--- config.mk ---
export PLATFORM = sky130hd
export DESIGN_NAME = i2c_slave_regfile
export DESIGN_NICKNAME = d
export VERILOG_FILES = /design/src/rtl/i2c_pkg.sv /design/src/rtl/i2c_line_sync.sv /design/src/rtl/i2c_slave_regfile.sv
export SDC_FILE = /design/constraint.sdc
export NUM_CORES = 1
export LEC_CHECK = 0
export ABC_AREA = 1
export ABC_CLOCK_PERIOD_IN_PS = 3950
export CAP_MARGIN = 25
export CORE_UTILIZATION = 69
export CTS_CLUSTER_DIAMETER = 50
export DETAILED_ROUTE_END_ITERATION = 8
export DONT_BUFFER_PORTS = 1
export PLACE_DENSITY = 0.85
export SLEW_MARGIN = 25
export SYNTH_ARGS = -nofsm -noshare
export SYNTH_HDL_FRONTEND = slang
export SYNTH_SLANG_ARGS = --single-unit
export TNS_END_PERCENT = 10
--- constraint.sdc ---
create_clock -name clk_i -period 3.95 [get_ports clk_i]
set_input_delay 0.1975 -clock clk_i [delete_from_list [all_inputs] [get_ports clk_i]]
set_output_delay 0.1975 -clock clk_i [all_outputs]
set_load 0.005 [all_outputs]
--- src/rtl/i2c_pkg.sv ---
// Shared I2C definitions: target FSM states and bus-level constants.
package i2c_pkg;

   typedef enum logic [3:0] {
      ST_IDLE,
      ST_ADDR,
      ST_ACK_A,
      ST_PTR,
      ST_ACK_P,
      ST_WDATA,
      ST_ACK_W,
      ST_RDATA,
      ST_MACK,
      ST_IGNORE
   } i2c_state_e;

   localparam logic [6:0] I2C_DEV_ADDR_DEFAULT = 7'h66;
   localparam logic       ACK  = 1'b0;
   localparam logic       NACK = 1'b1;

endpackage

--- src/rtl/i2c_line_sync.sv ---
// SCL/SDA synchronizer with edge detection and START/STOP condition flags.
module i2c_line_sync (
   input  logic clk_i,
   input  logic rst_i,
   input  logic scl_i,
   input  logic sda_i,
   output logic sda_sync_o,
   output logic scl_rise_o,
   output logic scl_fall_o,
   output logic start_o,
   output logic stop_o
);

   // [0],[1] form the synchronizer, [2] is the history flop for edge detection
   logic [2:0] scl_q;
   logic [2:0] sda_q;

   // NOTE: registered state uses non-blocking assignments so every flop samples pre-edge values.
   always_ff @(posedge clk_i) begin
      if (rst_i) begin
         scl_q <= '1;
         sda_q <= '1;
      end else begin
         scl_q <= {scl_q[1:0], scl_i};
         sda_q <= {sda_q[1:0], sda_i};
      end
   end

   assign sda_sync_o = sda_q[1];
   assign scl_rise_o = scl_q[1] & ~scl_q[2];
   assign scl_fall_o = ~scl_q[1] & scl_q[2];
   assign start_o    = scl_q[1] & scl_q[2] & sda_q[2] & ~sda_q[1];
   assign stop_o     = scl_q[1] & scl_q[2] & ~sda_q[2] & sda_q[1];

endmodule

--- src/rtl/i2c_slave_regfile.sv ---
// I2C target with a byte-addressed register file; oversampled bus, never stretches SCL.
module i2c_slave_regfile
   import i2c_pkg::*;
#(
   parameter logic [6:0] DEV_ADDR = I2C_DEV_ADDR_DEFAULT,
   parameter int          ADDR_W   = 4,
   parameter int          HOLD_CYC = 8
) (
   input  logic              clk_i,
   input  logic              rst_i,
   input  logic              scl_i,
   input  logic              sda_i,
   output logic              sda_o,
   output logic              sda_oe_o,
   input  logic [ADDR_W-1:0] reg_raddr_i,
   output logic [7:0]        reg_rdata_o,
   output logic              wr_strb_o,
   output logic [ADDR_W-1:0] wr_addr_o,
   output logic [7:0]        wr_data_o,
   output logic              busy_o
);

   localparam int DEPTH  = 2**ADDR_W;
   localparam int HOLD_W = (HOLD_CYC > 2) ? $clog2(HOLD_CYC) : 1;

   logic sda_s, scl_rise, scl_fall, start, stop;

   i2c_line_sync u_sync (
      .clk_i      (clk_i),
      .rst_i      (rst_i),
      .scl_i      (scl_i),
      .sda_i      (sda_i),
      .sda_sync_o (sda_s),
      .scl_rise_o (scl_rise),
      .scl_fall_o (scl_fall),
      .start_o    (start),
      .stop_o     (stop)
   );

   i2c_state_e        state_q, state_d;
   logic [2:0]        bit_cnt_q, bit_cnt_d;
   logic [7:0]        shift_q, shift_d;
   logic [7:0]        tx_q, tx_d;
   logic [ADDR_W-1:0] ptr_q, ptr_d;
   logic              done_q, done_d;
   logic [HOLD_W-1:0] hold_q, hold_d;
   logic              pend_q, pend_d;
   logic              oe_nxt_q, oe_nxt_d;
   logic              oe_q, oe_d;
   logic              sched_en, sched_val, file_we;
   logic [7:0]        wr_byte;

   logic [7:0]        file_q [DEPTH];
   logic              wr_strb_q;
   logic [ADDR_W-1:0] wr_addr_q;
   logic [7:0]        wr_data_q;

   assign wr_byte = {shift_q[6:0], sda_s};

   always_ff @(posedge clk_i) begin
      if (rst_i) begin
         state_q   <= ST_IDLE;
         bit_cnt_q <= '0;
         shift_q   <= '0;
         tx_q      <= '0;
         ptr_q     <= '0;
         done_q    <= 1'b0;
         hold_q    <= '0;
         pend_q    <= 1'b0;
         oe_nxt_q  <= 1'b0;
         oe_q      <= 1'b0;
      end else begin
         state_q   <= state_d;
         bit_cnt_q <= bit_cnt_d;
         shift_q   <= shift_d;
         tx_q      <= tx_d;
         ptr_q     <= ptr_d;
         done_q    <= done_d;
         hold_q    <= hold_d;
         pend_q    <= pend_d;
         oe_nxt_q  <= oe_nxt_d;
         oe_q      <= oe_d;
      end
   end

   // Bits are sampled on SCL rise; byte boundaries and SDA changes are taken on SCL fall.
   always_comb begin
      // NOTE: every output of this block gets a default first, so no path can infer a latch.
      state_d   = state_q;
      bit_cnt_d = bit_cnt_q;
      shift_d   = shift_q;
      tx_d      = tx_q;
      ptr_d     = ptr_q;
      done_d    = done_q;
      hold_d    = hold_q;
      pend_d    = pend_q;
      oe_nxt_d  = oe_nxt_q;
      oe_d      = oe_q;
      sched_en  = 1'b0;
      sched_val = 1'b0;
      file_we   = 1'b0;

      if (pend_q) begin
         if (hold_q == '0) begin
            oe_d   = oe_nxt_q;
            pend_d = 1'b0;
         end else begin
            hold_d = hold_q - 1'b1;
         end
      end

      if (stop || start) begin
         state_d   = stop ? ST_IDLE : ST_ADDR;
         oe_d      = 1'b0;
         pend_d    = 1'b0;
         bit_cnt_d = '0;
         done_d    = 1'b0;
      end else if (scl_rise) begin
         case (state_q)
            ST_ADDR, ST_PTR, ST_WDATA: begin
               shift_d   = wr_byte;
               bit_cnt_d = bit_cnt_q + 3'd1;
               if (bit_cnt_q == 3'd7) begin
                  done_d = 1'b1;
                  if (state_q == ST_PTR) ptr_d = wr_byte[ADDR_W-1:0];
                  if (state_q == ST_WDATA) begin
                     file_we = 1'b1;
                     ptr_d   = ptr_q + 1'b1;
                  end
               end
            end
            ST_RDATA: begin
               bit_cnt_d = bit_cnt_q + 3'd1;
               if (bit_cnt_q == 3'd7) done_d = 1'b1;
            end
            ST_MACK: begin
               shift_d = wr_byte;
               ptr_d   = ptr_q + 1'b1;
            end
            default: ;
         endcase
      end else if (scl_fall) begin
         case (state_q)
            ST_ADDR: if (done_q) begin
               done_d = 1'b0;
               if (shift_q[7:1] == DEV_ADDR) begin
                  state_d   = ST_ACK_A;
                  sched_en  = 1'b1;
                  sched_val = ~ACK;
               end else begin
                  state_d = ST_IGNORE;
               end
            end
            ST_PTR, ST_WDATA: if (done_q) begin
               done_d    = 1'b0;
               state_d   = (state_q == ST_PTR) ? ST_ACK_P : ST_ACK_W;
               sched_en  = 1'b1;
               sched_val = ~ACK;
            end
            ST_ACK_A: begin
               sched_en = 1'b1;
               if (shift_q[0]) begin
                  state_d   = ST_RDATA;
                  tx_d      = file_q[ptr_q];
                  sched_val = ~file_q[ptr_q][7];
               end else begin
                  state_d = ST_PTR;
               end
            end
            ST_ACK_P, ST_ACK_W: begin
               state_d  = ST_WDATA;
               sched_en = 1'b1;
            end
            ST_RDATA: begin
               sched_en = 1'b1;
               if (done_q) begin
                  done_d  = 1'b0;
                  state_d = ST_MACK;
               end else begin
                  tx_d      = {tx_q[6:0], 1'b0};
                  sched_val = ~tx_q[6];
               end
            end
            ST_MACK: begin
               if (shift_q[0] == ACK) begin
                  state_d   = ST_RDATA;
                  tx_d      = file_q[ptr_q];
                  sched_en  = 1'b1;
                  sched_val = ~file_q[ptr_q][7];
               end else begin
                  state_d = ST_IGNORE;
               end
            end
            default: ;
         endcase
      end

      // The synced fall is already one cycle old here, hence HOLD_CYC-2 remaining waits.
      if (sched_en) begin
         pend_d   = 1'b1;
         hold_d   = HOLD_W'(HOLD_CYC - 2);
         oe_nxt_d = sched_val;
      end
   end

   always_ff @(posedge clk_i) begin
      if (rst_i) begin
         // NOTE: the register file is cleared on reset, so it is built from flops rather than a RAM.
         for (int i = 0; i < DEPTH; i++) file_q[i] <= 8'h00;
         wr_strb_q <= 1'b0;
         wr_addr_q <= '0;
         wr_data_q <= '0;
      end else begin
         wr_strb_q <= file_we;
         if (file_we) begin
            file_q[ptr_q] <= wr_byte;
            wr_addr_q     <= ptr_q;
            wr_data_q     <= wr_byte;
         end
      end
   end

   assign sda_o       = 1'b0;
   assign sda_oe_o    = oe_q;
   assign reg_rdata_o = file_q[reg_raddr_i];
   assign wr_strb_o   = wr_strb_q;
   assign wr_addr_o   = wr_addr_q;
   assign wr_data_o   = wr_data_q;
   assign busy_o      = (state_q != ST_IDLE);

endmodule

==> impl_results.rst, run 1 <==
.. list-table::
   :header-rows: 1

   * - Metric
     - Value
   * - Result of the run
     - finished, final reports clean
   * - Average size of a mapped cell
     - 7.93 um^2
   * - Combinational group share of total power
     - 8.0%
   * - Kind of critical path
     - flip-flop to flip-flop
   * - Count of endpoints failing setup in the final report
     - 0
   * - Antenna Violating Nets Remaining
     - 0
   * - Overflow left after global routing
     - 0
   * - Clock Sink Count
     - 184
   * - Number of unique standard cell types used by synthesis
     - 30
   * - Worst path arrival time
     - 2.70 ns
   * - Most repeated cell in the gate-level netlist after synthesis
     - sky130_fd_sc_hd__nand2_1
   * - Total of warnings raised by yosys
     - 0
   * - Worst-margin pin slew
     - 1.11 ns
   * - Vias
     - 8749
   * - Count of cells resized by post-cts repair
     - 0
   * - Reg-to-reg critical path startpoint
     - bit_cnt_q[0]
   * - Number of hold violations in the final report
     - 0
   * - Cell count after synthesis
     - ~1200
   * - Worst IR drop on VDD
     - between 0.3 and 0.4 mV
   * - Static power due to leakage
     - ~4.3 nW
   * - Highest-utilization routing layer at the global route stage
     - met2
   * - Syn-to-layout area delta
     - 6.31%
   * - Antenna violations before repair
     - 1
   * - Fraction of power spent switching nets
     - 25.8%
   * - Fill cells
     - 1041
   * - Clock buffer count from CTS
     - 17
   * - Pwr/cell area
     - 396 nW/um^2
   * - Max-slew violations
     - 0
   * - Max-slew headroom
     - 25.8%
   * - Final nets
     - 1213
   * - Internal power summed over all cells
     - 0.00306 W
   * - Wire length of the first global-routing pass
     - 41900 um
   * - Overall power of the completed layout
     - 0.00412 W
   * - Count of TritonRoute iterations in the first routing pass
     - 6
   * - Worst Hold Launch
     - rst_i
   * - Syn nets
     - roughly 1300
   * - Flip-flop and latch count after synthesis
     - 184
   * - Ranking of synthesized cells by instance count
     - sky130_fd_sc_hd__nand2_1 (227), sky130_fd_sc_hd__nor2_1 (208), sky130_fd_sc_hd__edfxtp_1 (128), sky130_fd_sc_hd__nand3_1 (128), sky130_fd_sc_hd__inv_1 (122)
   * - Post-Route WL
     - 27300 um
   * - Die area
     - 14700 um^2
   * - Post-CTS Hold Buffers
     - 3
   * - First DRT Iteration DRCs
     - between 1500 and 2000
   * - Total of max-cap violations
     - 0
   * - Largest area contributor in the netlist
     - sky130_fd_sc_hd__edfxtp_1
   * - Clk pwr share
     - 39.3%
   * - Psw
     - 0.00106 W
   * - Async SR Flop Fraction
     - 0%
   * - Global placement routability congestion
     - 0.956
   * - Worst-case clock buffer depth
     - 2
   * - Reg-to-reg critical path endpoint
     - file_q[5][0]
   * - Critical Path, Cell by Cell
     - ha_1, ha_1, inv_1, nor3_4, buf_4, nand2_4, nor2_4, nand2_4, nand2_1
   * - Fraction of final layout cells with drive strength greater than 1
     - 7.44%
   * - Area share of the largest cell type after synthesis
     - 39.2%
   * - Cells on Worst Hold Path
     - 3
   * - Proportion of synthesized chip area in sequential cells
     - 50.7%
   * - Detail-routed net length per standard cell
     - ~20 um
   * - Met2 usage
     - 58.2%
   * - Seq pwr share
     - 52.7%
   * - Met3 Use GR
     - 9.16%
   * - Dominant cells by area after synthesis
     - sky130_fd_sc_hd__edfxtp_1 (39%), sky130_fd_sc_hd__dfxtp_1 (11%), sky130_fd_sc_hd__nand2_1 (8.7%)
   * - Cell Area, Synth
     - 9790 um^2
   * - Maximum level of the CTS H-tree
     - 4
   * - Largest fanout on the critical path
     - 25
   * - Die extent in y
     - 121 um
   * - Number of global-route vias before repair
     - between 7000 and 8000
   * - Sum of net half-perimeters after detailed placement
     - 17700 um
   * - Final core utilization
     - approximately 75%
   * - Global-route track usage on met1
     - 51.9%
   * - Type of destination of the critical path
     - flip-flop
   * - RSZ-0062 raised after global routing
     - no
   * - Global router's overall resource usage
     - 38.6%
   * - Core region area
     - 13900 um^2
   * - Crit path launch type
     - flip-flop
   * - Highest-delay cell along the critical path
     - sky130_fd_sc_hd__nor2_4
   * - Effective utilization at floorplan
     - ~70%
   * - Post-Route Setup TNS
     - 0 ns
   * - Ratio of final minimum period to clock period
     - 65.5%
   * - Post-synth EDFFs
     - 128
   * - Area of all placed cells without fillers
     - 10400 um^2
   * - CTS tree
     - built
   * - Slowest cell delay on critical path
     - 0.39 ns
   * - CTS root buf
     - sky130_fd_sc_hd__clkbuf_16
   * - Remaining routing DRC violations
     - 0
   * - Clock transition at the register clock pins on the worst setup and hold paths after CTS
     - 0.08 ns
   * - Number of input and output port buffers inserted
     - 0
   * - Vias per cell
     - 6.29
   * - Post-CTS setup buffer count
     - 0
   * - Number of ports placed on the die boundary
     - 32
   * - Final critical delay including setup and external delays
     - 2.59 ns
   * - Required time at the worst-slack endpoint
     - around 4.1 ns
   * - Layout Skew
     - 0.0117 ns
   * - Number of cells traversed by the worst register-to-register path
     - 9
   * - Placement Rows
     - 43
   * - Max Freq
     - 387 MHz
   * - Hold path endpoint
     - wr_strb_o
   * - Clock latency on the worst-skew pair
     - 0.44 ns
   * - Largest net degree at the start of global routing
     - 129
   * - Post-synth top flop
     - sky130_fd_sc_hd__edfxtp_1
   * - Cell area after placement
     - around 9800 um^2
   * - Die width
     - 121 um
   * - Worst setup slack for register-to-register paths
     - 1.36 ns
   * - Hold Path Class
     - input port to flip-flop
[through the flow]
step | worst slack (ns) | instances | hold slack (ns)
floorplan | 1.95 | 1235 | 0.267
global placement | 1.57 | 1355 | 0.270
detailed placement | 1.48 | 1355 | 0.272
CTS | 1.40 | 1390 | 0.0971
global route | 1.21 | 1391 | 0.104
finish | 1.36 | 1391 | 0.0988
[worst max path at each step]
stage | endpoint | slack, ns | startpoint
after floorplan | file_q[11][0] | 1.95 | bit_cnt_q[0]
after global placement | file_q[9][2] | 1.57 | bit_cnt_q[0]
after detailed placement | file_q[5][2] | 1.48 | bit_cnt_q[0]
after CTS | file_q[5][0] | 1.40 | bit_cnt_q[0]
after global routing | file_q[5][0] | 1.21 | bit_cnt_q[0]
final | file_q[5][0] | 1.36 | bit_cnt_q[0]
[area by class of cell]
cell class	count	area (um^2)	share of cell area, %
Clock buffer	17	425	4.09
Timing Repair Buffer	13	105	1.01
Tap cell	180	225	2.16
Multi-Input combinational cell	851	4070	39.1
Antenna cell	1	2.50	0.0240
Clock inverter	15	134	1.29
Inverter	130	488	4.69
Sequential cell	184	4970	47.7
[worst max-delay path, delay by kind of cell, from the launching register on]
family | cells | cell delay [ns]
adders and majority gates | 2 | 0.36
DFF | 1 | 0.37
buffers and inverters | 2 | 0.35
and+or+nand+nor | 5 | 1.18
[layer usage]
layer	routed length, um	vias up
met5	0	-
met4	1210	0
met3	3530	119
met2	12400	637
met1	10100	3977
li1	-	4016
[state kept, by name, indices dropped and copies added, names as in the netlist, named ones only]
signal,flops
ptr_q,4
bit_cnt_q,3
wr_data_o,8
u_sync.sda_q,3
shift_q,8
sda_oe_o,1
wr_strb_o,1
hold_q,3
u_sync.scl_q,3
done_q,1
oe_nxt_q,1
pend_q,1
tx_q,7
file_q,128
state_q,4
wr_addr_o,4
[power groups by stage]
stage	clock (W)	sequential, W	combinational (W)
4_1_cts	0.00161	0.00217	0.000318
6_report	0.00162	0.00217	0.000328
3_3_place_gp	0	0.00221	0.000304
2_1_floorplan	0	0.00219	0.000251
3_5_place_dp	0	0.00221	0.000310
5_1_grt	0.00169	0.00218	0.000357
[cell usage in the layout, fill, tap and decap left out, drive strengths merged]
master / synthesis / routed
o221ai: 12 / 12
inv: 123 / 131
xor2: 1 / 1
dlygate4sd3: 0 / 3
a21oi: 101 / 101
edfxtp: 128 / 128
o2bb2ai: 1 / 1
nor3: 3 / 3
ha: 8 / 8
nand4: 4 / 4
clkinvlp: 0 / 1
o22ai: 1 / 1
or2: 21 / 21
nor2: 214 / 214
and3: 1 / 1
nand2: 245 / 245
clkbuf: 56 / 17
a31oi: 2 / 2
o21ai: 91 / 91
a22oi: 1 / 1
dfxtp: 56 / 56
o211ai: 16 / 16
diode: 0 / 1
clkinv: 7 / 13
conb: 1 / 1
nand3: 128 / 128
buf: 14 / 10
[cell families after synthesis]
group	count (synthesis)	synth area share, %
other	1	0.0383
flip-flops	184	50.7
AO/OA/AOI/OAI	225	12.5
adder cells (fa/ha/maj)	8	1.02
buffers and inverters	200	7.79
XOR/XNOR	1	0.0894
AND/OR/NAND/NOR	616	27.9
Power figures use the tool's default switching activity.
==> inputs of run 2 (changes only) <==
--- a/config.mk
+++ b/config.mk
@@ -6,13 +6,13 @@
 export NUM_CORES = 1
 export LEC_CHECK = 0
 export ABC_AREA = 1
-export ABC_CLOCK_PERIOD_IN_PS = 3950
+export ABC_CLOCK_PERIOD_IN_PS = 2200
 export CAP_MARGIN = 25
-export CORE_UTILIZATION = 69
+export CORE_UTILIZATION = 58
 export CTS_CLUSTER_DIAMETER = 50
 export DETAILED_ROUTE_END_ITERATION = 8
 export DONT_BUFFER_PORTS = 1
-export PLACE_DENSITY = 0.85
+export PLACE_DENSITY = 0.76
 export SLEW_MARGIN = 25
 export SYNTH_ARGS = -nofsm -noshare
 export SYNTH_HDL_FRONTEND = slang
==> constraint.sdc (replaced) <==
create_clock -name clk_i -period 2.2 [get_ports clk_i]
set_input_delay 0.11 -clock clk_i [delete_from_list [all_inputs] [get_ports clk_i]]
set_output_delay 0.11 -clock clk_i [all_outputs]
set_load 0.005 [all_outputs]
==> run 2 against run 1 <==
Combinational power is 80% higher. Register-to-register slack got worse by 1.2 ns. Sequential share of layout area is 1.7 points lower. Highest routed layer unchanged.
==> impl_results.rst, run 2 (synthesized netlist as in run 1, its figures left out) <==
.. list-table::
   :header-rows: 1

   * - Metric
     - Value
   * - Slowest cell delay on critical path
     - between 0.3 and 0.4 ns
   * - Final critical delay including setup and external delays
     - 2.04 ns
   * - Sum of buffers and inverters on the critical path
     - 1
   * - Fin cells
     - ~1500
   * - CTS root buf
     - sky130_fd_sc_hd__clkbuf_16
   * - Kind of critical path
     - flip-flop to flip-flop
   * - Largest fanout on the critical path
     - 8
   * - Detail-routed net length per standard cell
     - 18.5 um
   * - Crit path launch type
     - flip-flop
   * - Maximum level of the CTS H-tree
     - 4
   * - Top reg by flops
     - file_q
   * - Number of hold violations in the final report
     - 0
   * - Count of TritonRoute iterations in the first routing pass
     - 7
   * - Cells on Worst Hold Path
     - 2
   * - Required time at the worst-slack endpoint
     - ~2.3 ns
   * - Worst-margin pin slew
     - 0.878 ns
   * - Final core utilization
     - around two thirds
   * - First DRT Iteration DRCs
     - 1251
   * - Wire length of the first global-routing pass
     - 42300 um
   * - Global placement routability congestion
     - ~0.94
   * - Antenna violations before repair
     - 0
   * - Effective utilization at floorplan
     - between 50 and 60%
   * - Global router's overall resource usage
     - around a third
   * - Largest net degree at the start of global routing
     - around 130
   * - Clock latency on the worst-skew pair
     - 0.44 ns
   * - Overall power of the completed layout
     - between 0.007 and 0.008 W
   * - Type of destination of the critical path
     - flip-flop
   * - Clock Sink Count
     - 184
   * - Number of ports placed on the die boundary
     - 32
   * - Max reg flops
     - 128
   * - Post-Route WL
     - 27100 um
   * - RSZ-0062 raised after global routing
     - no
   * - Inst Count DP
     - 1430
   * - CTS tree
     - built
   * - Number of global-route vias before repair
     - 7878
   * - Overflow left after global routing
     - 0
   * - Total of max-cap violations
     - 0
   * - Setup crit start
     - bit_cnt_q[0]
   * - Final nets
     - 1248
   * - Fraction of final layout cells with drive strength greater than 1
     - 11.1%
   * - Hold Path Class
     - input port to flip-flop
   * - Worst Hold Launch
     - sda_i
   * - Antenna Violating Nets Remaining
     - 0
   * - Antenna diodes
     - 0
   * - Syn-to-layout area delta
     - 10.2%
   * - Setup slack at placement
     - roughly 0.023 ns
   * - Core region area
     - 16500 um^2
   * - Critical Path, Cell by Cell
     - ha_1, ha_1, inv_1, nor3_4, nand2_4, nor2_4, nand2_4, nand2_2
   * - Clock buffer count from CTS
     - 17
   * - Hold path endpoint
     - u_sync.sda_q[0]
   * - Remaining routing DRC violations
     - 0
   * - Max-slew headroom
     - 41.4%
   * - Sum of net half-perimeters after detailed placement
     - 18100 um
   * - Result of the run
     - finished, final reports clean
   * - Vias per cell
     - 5.91
   * - Post-CTS setup buffer count
     - 0
   * - Reg-to-reg critical path endpoint
     - file_q[8][1]
   * - Max-slew violations
     - 0
   * - Vias
     - about 8700
   * - Max Freq
     - around 490 MHz
   * - Post-Route Setup TNS
     - 0 ns
   * - Reg-to-reg critical path startpoint
     - bit_cnt_q[0]
   * - Die extent in y
     - 132 um
   * - Worst IR drop on VDD
     - 0.546 mV
   * - Worst-case clock buffer depth
     - 2
   * - Number of cells traversed by the worst register-to-register path
     - 8
   * - Layout Skew
     - ~0.0077 ns
   * - Static power due to leakage
     - 4.49 nW
   * - Pwr/cell area
     - 686 nW/um^2
   * - Most frequent standard cell in the layout excluding fill and tap cells
     - sky130_fd_sc_hd__nand2_1
   * - Cell family with most CP delay
     - simple AND/OR/NAND/NOR gates
   * - Die area
     - 17400 um^2
   * - Final worst slack
     - 0.161 ns
   * - Ratio of final minimum period to clock period
     - between 90% and 100%
   * - Highest-delay cell along the critical path
     - sky130_fd_sc_hd__dfxtp_1
   * - Worst setup slack for register-to-register paths
     - around 0.16 ns
   * - Count of endpoints failing setup in the final report
     - 0
   * - Worst path arrival time
     - 2.17 ns
   * - Highest-count cells in the layout ignoring fill and taps
     - sky130_fd_sc_hd__nand2_1 (212), sky130_fd_sc_hd__nor2_1 (208), sky130_fd_sc_hd__nand3_1 (128), sky130_fd_sc_hd__edfxtp_1 (128), sky130_fd_sc_hd__inv_1 (122)
   * - Die width
     - 132 um
   * - Placement Rows
     - 47
   * - Number of input and output port buffers inserted
     - 0
   * - Clock transition at the register clock pins on the worst setup and hold paths after CTS
     - 0.07 ns
[run 2: cell type report]
type                    instances  area [um^2]
flip-flops and latches        184         4970
clock inverters                11         83.8
inverters                     130          488
clock buffers                  21          472
well taps                     220          275
fillers                      1365         5730
repair buffers                 48          405
multi-input cells             851         4100
[run 2: routing by layer]
layer  vias up  part of all wire, %  GRT usage (%)
li1       4073                    -              -
met1      3968                   39           43.0
met2       520                   46           49.7
met3        91                   11           7.50
met4         0                  4.3           15.4
met5         -                    0              0
[run 2: worst max path at each step]
stage,to,slack [ns],cells past startpoint
2_1_floorplan,file_q[11][0],0.20,8
3_3_place_gp,file_q[12][1],0.12,8
3_5_place_dp,file_q[8][0],0.02,8
4_1_cts,file_q[8][5],0.03,8
5_1_grt,file_q[11][4],0.02,8
6_report,file_q[8][1],0.16,8
[run 2: repair_timing]
action                                 CTS  global route
setup endpoints to repair                0           119
gates resized for setup                  0            15
endpoints found under the hold margin   17             0
hold buffers                             3             0
[run 2: where the power goes]
part | switching (W) | internal [W] | leakage, nW
logic | 0.000405 | 0.000185 | 2.55
clock network | 0.00136 | 0.00156 | 0.279
registers | 0.0000703 | 0.00383 | 1.67
total | 0.00184 | 0.00557 | 4.49
[run 2: metrics by stage]
step	cell area (um^2)	hold slack, ns
final	10800	0.300
after global routing	10800	0.293
after CTS	10800	0.288
after detailed placement	10200	0.183
after global placement	10200	0.183
after floorplan	9790	0.179
